**config.mk**
```make
export PLATFORM = sky130hd
export DESIGN_NAME = mem_port_arbiter
export DESIGN_NICKNAME = d
export VERILOG_FILES = /design/src/rtl/mem_port_arbiter.sv
export SDC_FILE = /design/constraint.sdc
export NUM_CORES = 1
export LEC_CHECK = 0
export CAP_MARGIN = 10
export CORE_MARGIN = 3
export CORE_UTILIZATION = 39
export CTS_CLUSTER_DIAMETER = 200
export CTS_CLUSTER_SIZE = 30
export DETAILED_ROUTE_END_ITERATION = 6
export PLACE_DENSITY = 0.78
export SYNTH_ARGS = -nofsm -noshare
export SYNTH_HDL_FRONTEND = slang
export SYNTH_SLANG_ARGS = --single-unit
```
**constraint.sdc**
```tcl
create_clock -name clk -period 2.4 [get_ports clk]
set_clock_uncertainty 0.1 [all_clocks]
set_input_delay 0.36 -clock clk [delete_from_list [all_inputs] [get_ports clk]]
set_output_delay 0.36 -clock clk [all_outputs]
set_load 0.03 [all_outputs]
```
**src/rtl/mem_port_arbiter.sv**
```systemverilog
// Two-requester arbiter for a single shared memory port: fetch (port 0) vs load/store (port 1).
// Round-robin on ties, registered access with a completion watchdog, one-cycle done pulse per port.
module mem_port_arbiter #(
  parameter int WIDTH   = 32,
  parameter int TIMEOUT = 16
) (
  input  logic             clk,
  input  logic             reset_n,
  input  logic             req0,
  input  logic [WIDTH-1:0] addr0,
  input  logic             req1,
  input  logic [WIDTH-1:0] addr1,
  input  logic             we1,
  input  logic [WIDTH-1:0] wdata1,
  input  logic             mem_ready,
  input  logic [WIDTH-1:0] mem_rdata,
  output logic             mem_sel,
  output logic             mem_en,
  output logic             mem_we,
  output logic [WIDTH-1:0] mem_addr,
  output logic [WIDTH-1:0] mem_wdata,
  output logic             done0,
  output logic             done1,
  output logic [WIDTH-1:0] rdata,
  output logic             err
);

  localparam int CW = (TIMEOUT > 1) ? $clog2(TIMEOUT) : 1;

  typedef enum logic [1:0] {S_IDLE, S_BUSY, S_DONE} state_t;

  state_t          r_state;
  state_t          w_next;
  logic            r_last_gnt;
  logic [CW-1:0]   r_cnt;
  logic            w_grant;
  logic            w_winner;
  logic            w_finish;
  logic            w_timeout;

  always_comb begin
    // NOTE: every output of this block gets a default first, so no path can infer a latch.
    w_next    = r_state;
    w_grant   = 1'b0;
    w_winner  = 1'b0;
    w_finish  = 1'b0;
    w_timeout = 1'b0;
    case (r_state)
      S_IDLE: begin
        if (req0 || req1) begin
          w_grant  = 1'b1;
          // On a tie the port that did not win last time goes first.
          w_winner = (req0 && req1) ? ~r_last_gnt : req1;
          w_next   = S_BUSY;
        end
      end
      S_BUSY: begin
        if (mem_ready) begin
          w_finish = 1'b1;
          w_next   = S_DONE;
        end else if (r_cnt == CW'(TIMEOUT - 1)) begin
          w_finish  = 1'b1;
          w_timeout = 1'b1;
          w_next    = S_DONE;
        end
      end
      S_DONE:  w_next = S_IDLE;
      default: w_next = S_IDLE;
    endcase
  end

  // NOTE: all state below is updated with non-blocking assignments so every register
  // sees the pre-edge values of the others, independent of statement order.
  always_ff @(posedge clk or negedge reset_n) begin
    if (!reset_n) begin
      r_state    <= S_IDLE;
      r_last_gnt <= 1'b1;
      r_cnt      <= '0;
      mem_sel    <= 1'b0;
      mem_en     <= 1'b0;
      mem_we     <= 1'b0;
      mem_addr   <= '0;
      mem_wdata  <= '0;
      done0      <= 1'b0;
      done1      <= 1'b0;
      rdata      <= '0;
      err        <= 1'b0;
    end else begin
      r_state <= w_next;
      done0   <= 1'b0;
      done1   <= 1'b0;

      if (w_grant) begin
        r_last_gnt <= w_winner;
        mem_sel    <= w_winner;
        mem_addr   <= w_winner ? addr1 : addr0;
        mem_we     <= w_winner & we1;
        mem_wdata  <= w_winner ? wdata1 : '0;
        mem_en     <= 1'b1;
        r_cnt      <= '0;
      end

      if (r_state == S_BUSY && !w_finish) begin
        r_cnt <= r_cnt + CW'(1);
      end

      if (w_finish) begin
        mem_en <= 1'b0;
        mem_we <= 1'b0;
        done0  <= ~mem_sel;
        done1  <= mem_sel;
        err    <= w_timeout;
        // Stores leave the previous read data visible; a timeout always returns zero.
        if (w_timeout) begin
          rdata <= '0;
        end else if (!mem_we) begin
          rdata <= mem_rdata;
        end
      end

      if (r_state == S_DONE) begin
        err <= 1'b0;
      end
    end
  end

endmodule

```
==> impl_metrics.csv <==
group,metric,value,unit
detailed_routing,drtPass1Iterations,4,
worst_setup_path,cpLargestDelayFamily,"buffers and inverters",
worst_hold_path,hold_path_class,"flop to flop",
logic_synthesis,synthTopCellsByArea,"dfrtp_1 62%, a22o_1 13%, o31ai_1 3.1%, o221a_1 2.6%, or3_1 2.4%",
clock_tree,cts_root_buffer,"clkbuf_8",
clock_tree,postCtsSetupRepairBufs,0,
place,port_buffers,235,
worst_setup_path,cp_num_cells,1,
place,dp.final_hpwl,9260,µm
worst_setup_path,path_class,"flop to output port",
sta,setup_ws,0.411,ns
sta,rsz0062_at_grt,"false",
power_and_ir_drop,power.leakage,2.97,nW
clock_tree,clk_pin_slew,0.10,ns
sta,hold_viol,0,
place,dp_slack,0.187,ns
die,die_w,112,µm
die,core_area,10600,µm²
grt,grt_start_max_net_pins,110,
clock_tree,tritoncts,"done",
sta,tightestPinTransition,0.585,ns
final_layout,num_antenna_cells,0,
clock_tree,cts_buffers,9,
logic_synthesis,synth_cell_type_count,37,
die,pin_count,236,
detailed_routing,routed_wl,13000,µm
logic_synthesis,yosysTopAreaCellShare,62.0,%
logic_synthesis,yosys_register_bits,109,
detailed_routing,vias_per_cell,5.36,
logic_synthesis,syn-cell-area,4360,µm²
power_and_ir_drop,power_density,1370,nW/µm²
sta,slew_headroom,61.0,%
sta,fin_crit_sh,82.9,%
detailed_routing,drc,0,
die,die_area,12500,µm²
logic_synthesis,syn_avg_cell_area,12.5,µm²
logic_synthesis,yosysWarnings,0,
die,rows,37,
worst_setup_path,cp.required,1.94,ns
clock_tree,cts.sinks,109,
worst_setup_path,critPathBufInv,1,
logic_synthesis,synth_edf_count,0,
detailed_routing,met3_length,999,µm
grt,grt_first_pass_wirelength,20900,µm
worst_setup_path,slowest_delay,0.73,ns
detailed_routing,num_vias,3852,
worst_setup_path,rr_worst_depth,3,
detailed_routing,wl_per_cell,18.1,µm
sta,drv_slew,0,
worst_setup_path,cp_slowest_cell,"clkdlybuf4s50_1",
grt,grt_usage,20.6,%
sta,final.min_clock_period,1.99,ns
worst_setup_path,end_kind,"output port",
power_and_ir_drop,ir_drop,0.000830,V
worst_setup_path,worstPathArrival,1.53,ns
grt,first_global_vias,3996,
die,start_util,41.1,%
logic_synthesis,synth_nets,483,
detailed_routing,dr.max_layer_used,"met4",
sta,setup_viol,0,
detailed_routing,dr_wl_met2,6320,µm
detailed_routing,ant_nets,0,
job,max_cap_violations,0,
place,gp_congestion,0.783,
outcome,status,"complete, no violations",
final_layout,final_layout_size_suffix_gt1_share,7.20,%
worst_setup_path,worst-path-max-fanout,4,
clock_tree,cts_htree_levels,3,
worst_hold_path,hold-path-cell-count,1,
detailed_routing,first_iter_violations,193,
worst_setup_path,critPathLaunchType,"flop",
logic_synthesis,synth_ff_type,"dfrtp_1",
final_layout,syn_to_final_growth,61.7,%
sta,tns,0,ns
final_layout,nets,713,
grt,grt_remaining_overflow,0,
sta,fmax,0.503,GHz
logic_synthesis,ys_seq_area_share,62.6,%
logic_synthesis,synth_cells,348,
clock_tree,clk_path_buf_depth,2,
die,die_y,112,µm
clock_tree,clk_latency,0.36,ns
logic_synthesis,async_flop_share,100,%
worst_setup_path,path_cells,"clkdlybuf4s50_1",
logic_synthesis,synth_area_leader_cell,"dfrtp_1",
detailed_routing,m1WireLength,5380,µm
power_and_ir_drop,p_total,9.69,mW
grt,grt_antenna_before_repair,0,
layout by cell type, fill, tap and decap left out, drive strengths merged, types with 3 or more instances in the layout:
| cell type | instances |
|---|---|
| clkdlybuf4s50 | 234 |
| dfrtp | 108 |
| a22o | 64 |
| nor2 | 22 |
| o21ai | 19 |
| a21oi | 18 |
| o31ai | 18 |
| or3 | 17 |
| o221a | 15 |
| buf | 13 |
| clkbuf | 12 |
| nand3 | 5 |
| nand2 | 5 |
| inv | 4 |
| o221ai | 3 |
state kept, by name (all words and copies together), names as in the netlist, 2 cells and up:
| signal | count |
|---|---|
| rdata | 32 |
| r_state | 2 |
| r_cnt | 4 |
| mem_addr | 32 |
| mem_wdata | 32 |
metrics by stage:
| stage | hold slack, ns | cells | cell area (µm²) | util, % |
|---|---|---|---|---|
| 4_1_cts | 0.397 | 719 | 7050 | 66.5 |
| 3_3_place_gp | 0.355 | 702 | 6860 | 64.7 |
| 6_report | 0.384 | 719 | 7050 | 66.5 |
| 3_5_place_dp | 0.364 | 702 | 6860 | 64.7 |
| 5_1_grt | 0.420 | 719 | 7050 | 66.5 |
| 2_1_floorplan | -0.0356 | 348 | 4360 | - |
what timing repair did:
item / CTS / global route
resized for setup: 0 / 0
hold endpoints to repair: 108 / 0
hold buffers: 1 / 0
routing by layer:
layer	global-route usage, %	up-vias
li1	-	1782
met1	26.1	1875
met2	34.1	172
met3	6.41	23
met4	6.16	0
met5	0	-
cell families (layout without fill, tap and decap cells):
logic type | Yosys count | count (layout) | synth area share, %
AND/OR/NAND/NOR | 59 | 59 | 7.12
adder cells (fa/ha/maj) | 1 | 1 | 0.287
AO/OA/AOI/OAI | 146 | 146 | 26.4
flip-flops | 109 | 109 | 62.6
multiplexers | 1 | 1 | 0.230
buffers and inverters | 32 | 267 | 3.36
cell type report:
cell class / instances / area [µm²]
flip-flops and latches: 109 / 2730
fillers: 808 / 3550
clock inverters: 4 / 32.5
clock buffers: 12 / 145
well taps: 136 / 170
inverters: 3 / 11.3
repair buffers: 248 / 2460
multi-input cells: 207 / 1500
where the power goes:
part,switching [mW],internal (mW)
combinational,3.03,2.42
sequential,0.524,2.70
clock,0.598,0.413
final timing paths:
| path | startpoint | end | slack (ns) |
|---|---|---|---|
| worst min-delay path | mem_sel | done0 | 0.38 |
| min in group asynchronous | reset_n | mem_addr[10] | 0.49 |
| worst min register to register | mem_sel | done0 | 0.38 |
| max in group asynchronous | reset_n | mem_wdata[17] | 1.25 |
| worst max-delay path | mem_we | mem_we | 0.41 |
| worst max register to register | r_state[1] | mem_addr[1] | 0.46 |
synth_stat cells, types with 2 or more instances:
| library cell | number |
|---|---|
| buf_2 | 9 |
| nor3b_1 | 2 |
| o21ai_0 | 18 |
| nand3b_1 | 2 |
| o221a_2 | 5 |
| clkbuf_1 | 18 |
| a21o_1 | 2 |
| o221a_1 | 10 |
| nand3_1 | 5 |
| nand2_1 | 5 |
| o31ai_1 | 18 |
| nor2_2 | 3 |
| buf_6 | 2 |
| a22o_1 | 64 |
| a21oi_1 | 18 |
| o221ai_1 | 3 |
| inv_1 | 3 |
| or3_1 | 17 |
| nor2_1 | 19 |
| dfrtp_1 | 108 |
No activity file was read; power rests on OpenSTA's default activity.
==> RTL edit 1: new RTL, config.mk and constraints unchanged <==
Set the parameter `WIDTH` to 36 (it was 32).
--- a/src/rtl/mem_port_arbiter.sv
+++ b/src/rtl/mem_port_arbiter.sv
@@ -2,5 +2,5 @@
 // Round-robin on ties, registered access with a completion watchdog, one-cycle done pulse per port.
 module mem_port_arbiter #(
-  parameter int WIDTH   = 32,
+  parameter int WIDTH   = 36,
   parameter int TIMEOUT = 16
 ) (
Interface: changed (7 resized); port bits go from 236 to 264. No check against the original RTL was run, so the function may have changed too.
==> RTL edit 1 against the unedited design <==
Power grew 30%. Critical endpoint unchanged. Setup slack lost 0.049 ns. Sequential power grew 13%. Sequential cell count grew 12. Cell area grew 19%. Fmax shrank 2.4%. Area after synthesis grew 15%. Critical path depth is the same. Wire length grew 25%. Core utilization grew 1.7 points. Die area grew 14%.
==> RTL edit 1: results (changes against the unedited design) <==
stage;metric;value;unit;change
global_routing;via count of the first global-routing pass;4638;;+16%
clocking;Bufs on Longest Clock Path;2;;unchanged
yosys;Synth Area in Adders;0.2491;%;-0.038 points
min_path;HP Class;input pin to async pin;;
finish;FILL cells;927;;+15%
worst_setup_path;Crit path arrival time;1.58;ns;+0.05 ns
yosys;dominant cells by area after synthesis;dfrtp_1 60%, a22o_1 13%, a311o_1 7.2%, o21a_1 5.5%, and3_1 4.6%;;
route;WL per Instance;19.77;µm;+9.4%
placement;HPWL Detailed;11550;µm;+25%
yosys;Synth warnings;0;;unchanged
yosys;Synth top cells by count;120 x dfrtp_1, 72 x a22o_1, 37 x and3_1, 37 x o21a_1, 36 x a311o_1;;
power_and_ir_drop;Pleak;3.672;nW;+24%
placement;PortBufs;263;;+12%
clocking;root buffer cell;clkbuf_16;;
global_routing;Total Routing Usage GR;22.57;%;+1.9 points
yosys;fraction of registers with async set/reset;100.0;%;unchanged
placement;placer congestion estimate;0.7575;;-3.3%
yosys;Compound-Gate Fraction of Synth Area;27.20;%;+0.80 points
clocking;number of CTS-inserted buffers;17;;+8
route;initial DRC count;310;;+61%
global_routing;met1 GRT Util;26.33;%;+0.24 points
worst_setup_path;CP top delay family;buffers and inverters;;
global_routing;met3 Usage GRT;9.354;%;+2.9 points
worst_setup_path;CP max stage delay;0.73;ns;about the same
route;via count;4473;;+16%
global_routing;first-pass GRT wire length;25480;µm;+22%
clocking;Clock H-tree levels;4;;+1
global_routing;largest net degree at the start of global routing;57;;-48%
clocking;clk_lat worst skew;0.41;ns;+0.05 ns
status;status;completed;;
yosys;sequential share of the synthesized area;60.31;%;-2.3 points
yosys;syn_nets;536;;+11%
timing;Slew @ Worst Pin;0.5067;ns;-0.07793 ns
yosys;multiplexer share of the synthesized area;0.1993;%;-0.030 points
finish;fraction of layout cells with a size suffix above 1;8.092;%;+0.89 points
finish;top flop regs;mem_addr: 36 flops, mem_wdata: 36 flops, rdata: 36 flops;;
global_routing;met2 usage;37.89;%;+3.8 points
==> RTL edit 1: cell type report <==
class                           count  area [µm²]  share of cell area, %
Sequential cell                   121        3029                  36.07
Timing Repair Buffer              276        2768                  32.96
Multi-Input combinational cell    223        1803                  21.47
Clock buffer                       18       439.2                  5.229
Tap cell                          168       210.2                  2.503
Clock inverter                     14       137.6                  1.639
Inverter                            3       11.26                 0.1341
==> RTL edit 1: path summary, 6_finish.rpt <==
kind                                 endpoint  slack [ns]  cells past startpoint
min in group clk                        done0        0.39                      1
worst max-delay path                   mem_we        0.36                      1
max in group asynchronous            rdata[3]        1.19                      3
worst min-delay path             mem_wdata[6]        0.35                      2
worst max register to register  mem_wdata[29]        0.40                      4
worst min register to register          done0        0.39                      1
==> RTL edit 1: logic make-up (layout without fill, tap and decap cells) <==
group / after synthesis / in the layout
muxes: 1 / 1
adders and majority gates: 1 / 1
AOI/OAI and AO/OA: 158 / 158
buffers and inverters: 41 / 311
and+or+nand+nor: 63 / 63
DFF: 121 / 121
==> RTL edit 1: metrics by stage <==
stage	cell area (µm²)	std cells	hold slack [ns]	util (%)	setup WS (ns)
global route	8398	823	0.3938	68.21	0.3235
CTS	8398	823	0.3449	68.21	0.3530
detailed placement	7811	790	0.2277	63.45	0.1776
global placement	7811	790	0.2182	63.45	0.2506
finish	8398	823	0.3530	68.21	0.3626
floorplan	5022	385	-0.03559	-	0.6894
==> RTL edit 1: report_power, final <==
part | internal (mW) | switching (mW) | leakage (nW)
clock network | 1.47 | 0.995 | 0.272
logic | 2.94 | 3.57 | 1.89
registers | 3.03 | 0.607 | 1.51
total | 7.45 | 5.18 | 3.67
==> RTL edit 1: routing by layer <==
layer	vias up	wire [µm]
met3	13	1776
li1	2030	-
met5	-	0
met1	2200	6186
met4	0	153
met2	230	8150
==> RTL edit 2: new RTL, config.mk and constraints unchanged <==
Made on the original files. The 3 states of `state_t` get a one-hot encoding in 3 bits.
--- a/src/rtl/mem_port_arbiter.sv
+++ b/src/rtl/mem_port_arbiter.sv
@@ -28,5 +28,5 @@
   localparam int CW = (TIMEOUT > 1) ? $clog2(TIMEOUT) : 1;
 
-  typedef enum logic [1:0] {S_IDLE, S_BUSY, S_DONE} state_t;
+  typedef enum logic [2:0] {S_IDLE = 3'b001, S_BUSY = 3'b010, S_DONE = 3'b100} state_t;
 
   state_t          r_state;
Formal check against the unedited RTL: same outputs for any inputs over 10 cycles, from zero or initial values and one cycle with reset_n low; not proved beyond that.
==> RTL edit 2 against the unedited design <==
First-iteration DRC count increased by 65%. Critical path type is now register to register. Wire length grew 6.3%. Power up 4.1%. Critical endpoint is now rdata[28]. Cell area grew 3.9%. Area after synthesis up 4.0%. Sequential cell count grew 1. Setup slack got worse by 0.24 ns.
==> RTL edit 2: results (changes against the unedited design) <==
stage;metric;value;unit;change
status;status;completed;;
route;WL per Instance;18.18;µm;+0.66%
finish;FILL cells;891;;+10%
power_and_ir_drop;Pleak;3.138;nW;+5.6%
finish;Layout clock buffers;11;;-1
yosys;syn_nets;526;;+8.9%
route;initial DRC count;319;;+65%
route;via count;4121;;+7.0%
finish;post-route cell area;0.007326;mm²;+3.9%
yosys;Synth top cells by count;108 x dfrtp_1, 64 x a22o_1, 39 x nor2_1;;
route;DR pass1 iterations;4;;unchanged
worst_setup_path;Crit path arrival time;2.41;ns;+0.88 ns
yosys;Post-synth EDFFs;0;;unchanged
power_and_ir_drop;Clk power;1.42;mW;+41%
finish;Inverters;5;;+2
clocking;root buffer cell;clkbuf_16;;
global_routing;first-pass GRT wire length;21620;µm;+3.2%
global_routing;Total Routing Usage GR;20.83;%;+0.21 points
placement;HPWL Detailed;9990;µm;+7.8%
finish;Multi-In Gates;240;;+16%
power_and_ir_drop;switching power share of the total;42.26;%;-0.64 points
global_routing;met3 Usage GRT;5.040;%;-1.4 points
power_and_ir_drop;total power;10.09;mW;+4.1%
global_routing;largest net degree at the start of global routing;53;;-52%
placement;pre-CTS WS;-0.1123;ns;-0.2996 ns
placement;area post-placement;0.007033;mm²;+2.5%
yosys;sequential share of the synthesized area;60.76;%;-1.8 points
yosys;Yosys cell types;36;;-2.7%
worst_setup_path;slowest library cell on the worst path;and2_1;;
finish;ClkCell Share;3.860;%;+1.3 points
finish;Non-clock buffers, area share;34.12;%;-0.80 points
route;via/cell ratio;5.430;;+1.3%
power_and_ir_drop;VDD IR-drop max;746.0;µV;-10%
placement;placed cells;742;;+5.7%
placement;placer congestion estimate;0.8055;;+2.8%
finish;Seq cells;110;;+0.92%
worst_setup_path;Max FO, Critical Path;32;;+28
finish;fraction of layout cells with a size suffix above 1;6.300;%;-0.90 points
global_routing;met2 usage;36.12;%;+2.0 points
timing;Slew @ Worst Pin;1.140;ns;+0.5550 ns
clocking;clk slew on worst S/H paths;0.07;ns;-0.03 ns
worst_setup_path;CP max stage delay;0.94;ns;+0.21 ns
yosys;dominant cells by area after synthesis;dfrtp_1 60%, a22o_1 12%, o31ai_1 5.3%, a21oi_1 4.1%, nor2_1 3.2%;;
global_routing;via count of the first global-routing pass;4233;;+5.9%
min_path;HP Class;input pin to async pin;;
finish;multi-input combinational area share;21.76;%;+0.48 points
==> RTL edit 2: kinds of logic (layout without fill, tap and decap cells) <==
kind of cell    after synthesis  count (layout)  synth area share [%]
compound gates              183             183                 28.15
flops                       110             110                 60.76
buf+inv                      41             269                 4.553
fa+ha+maj                     1               1                0.2759
simple gates                 56              56                 6.264
==> RTL edit 2: final timing paths <==
check / startpoint / end / slack (ns) / cells after the start
max reg2reg: r_state[1] / rdata[28] / 0.17 / 3
min: reset_n / rdata[6] / 0.37 / 2
min reg2reg: mem_addr[21] / mem_addr[21] / 0.39 / 2
max: r_state[1] / rdata[28] / 0.17 / 3
min in group clk: mem_addr[21] / mem_addr[21] / 0.39 / 2
max in group asynchronous: reset_n / r_state[0] / 1.05 / 3
==> RTL edit 2: layer usage <==
| metal | wire, µm | share of wire, % |
|---|---|---|
| met3 | 1054 | 7.6 |
| met4 | 195 | 1.4 |
| met1 | 5551 | 40 |
| met5 | 0 | 0 |
| met2 | 6997 | 51 |
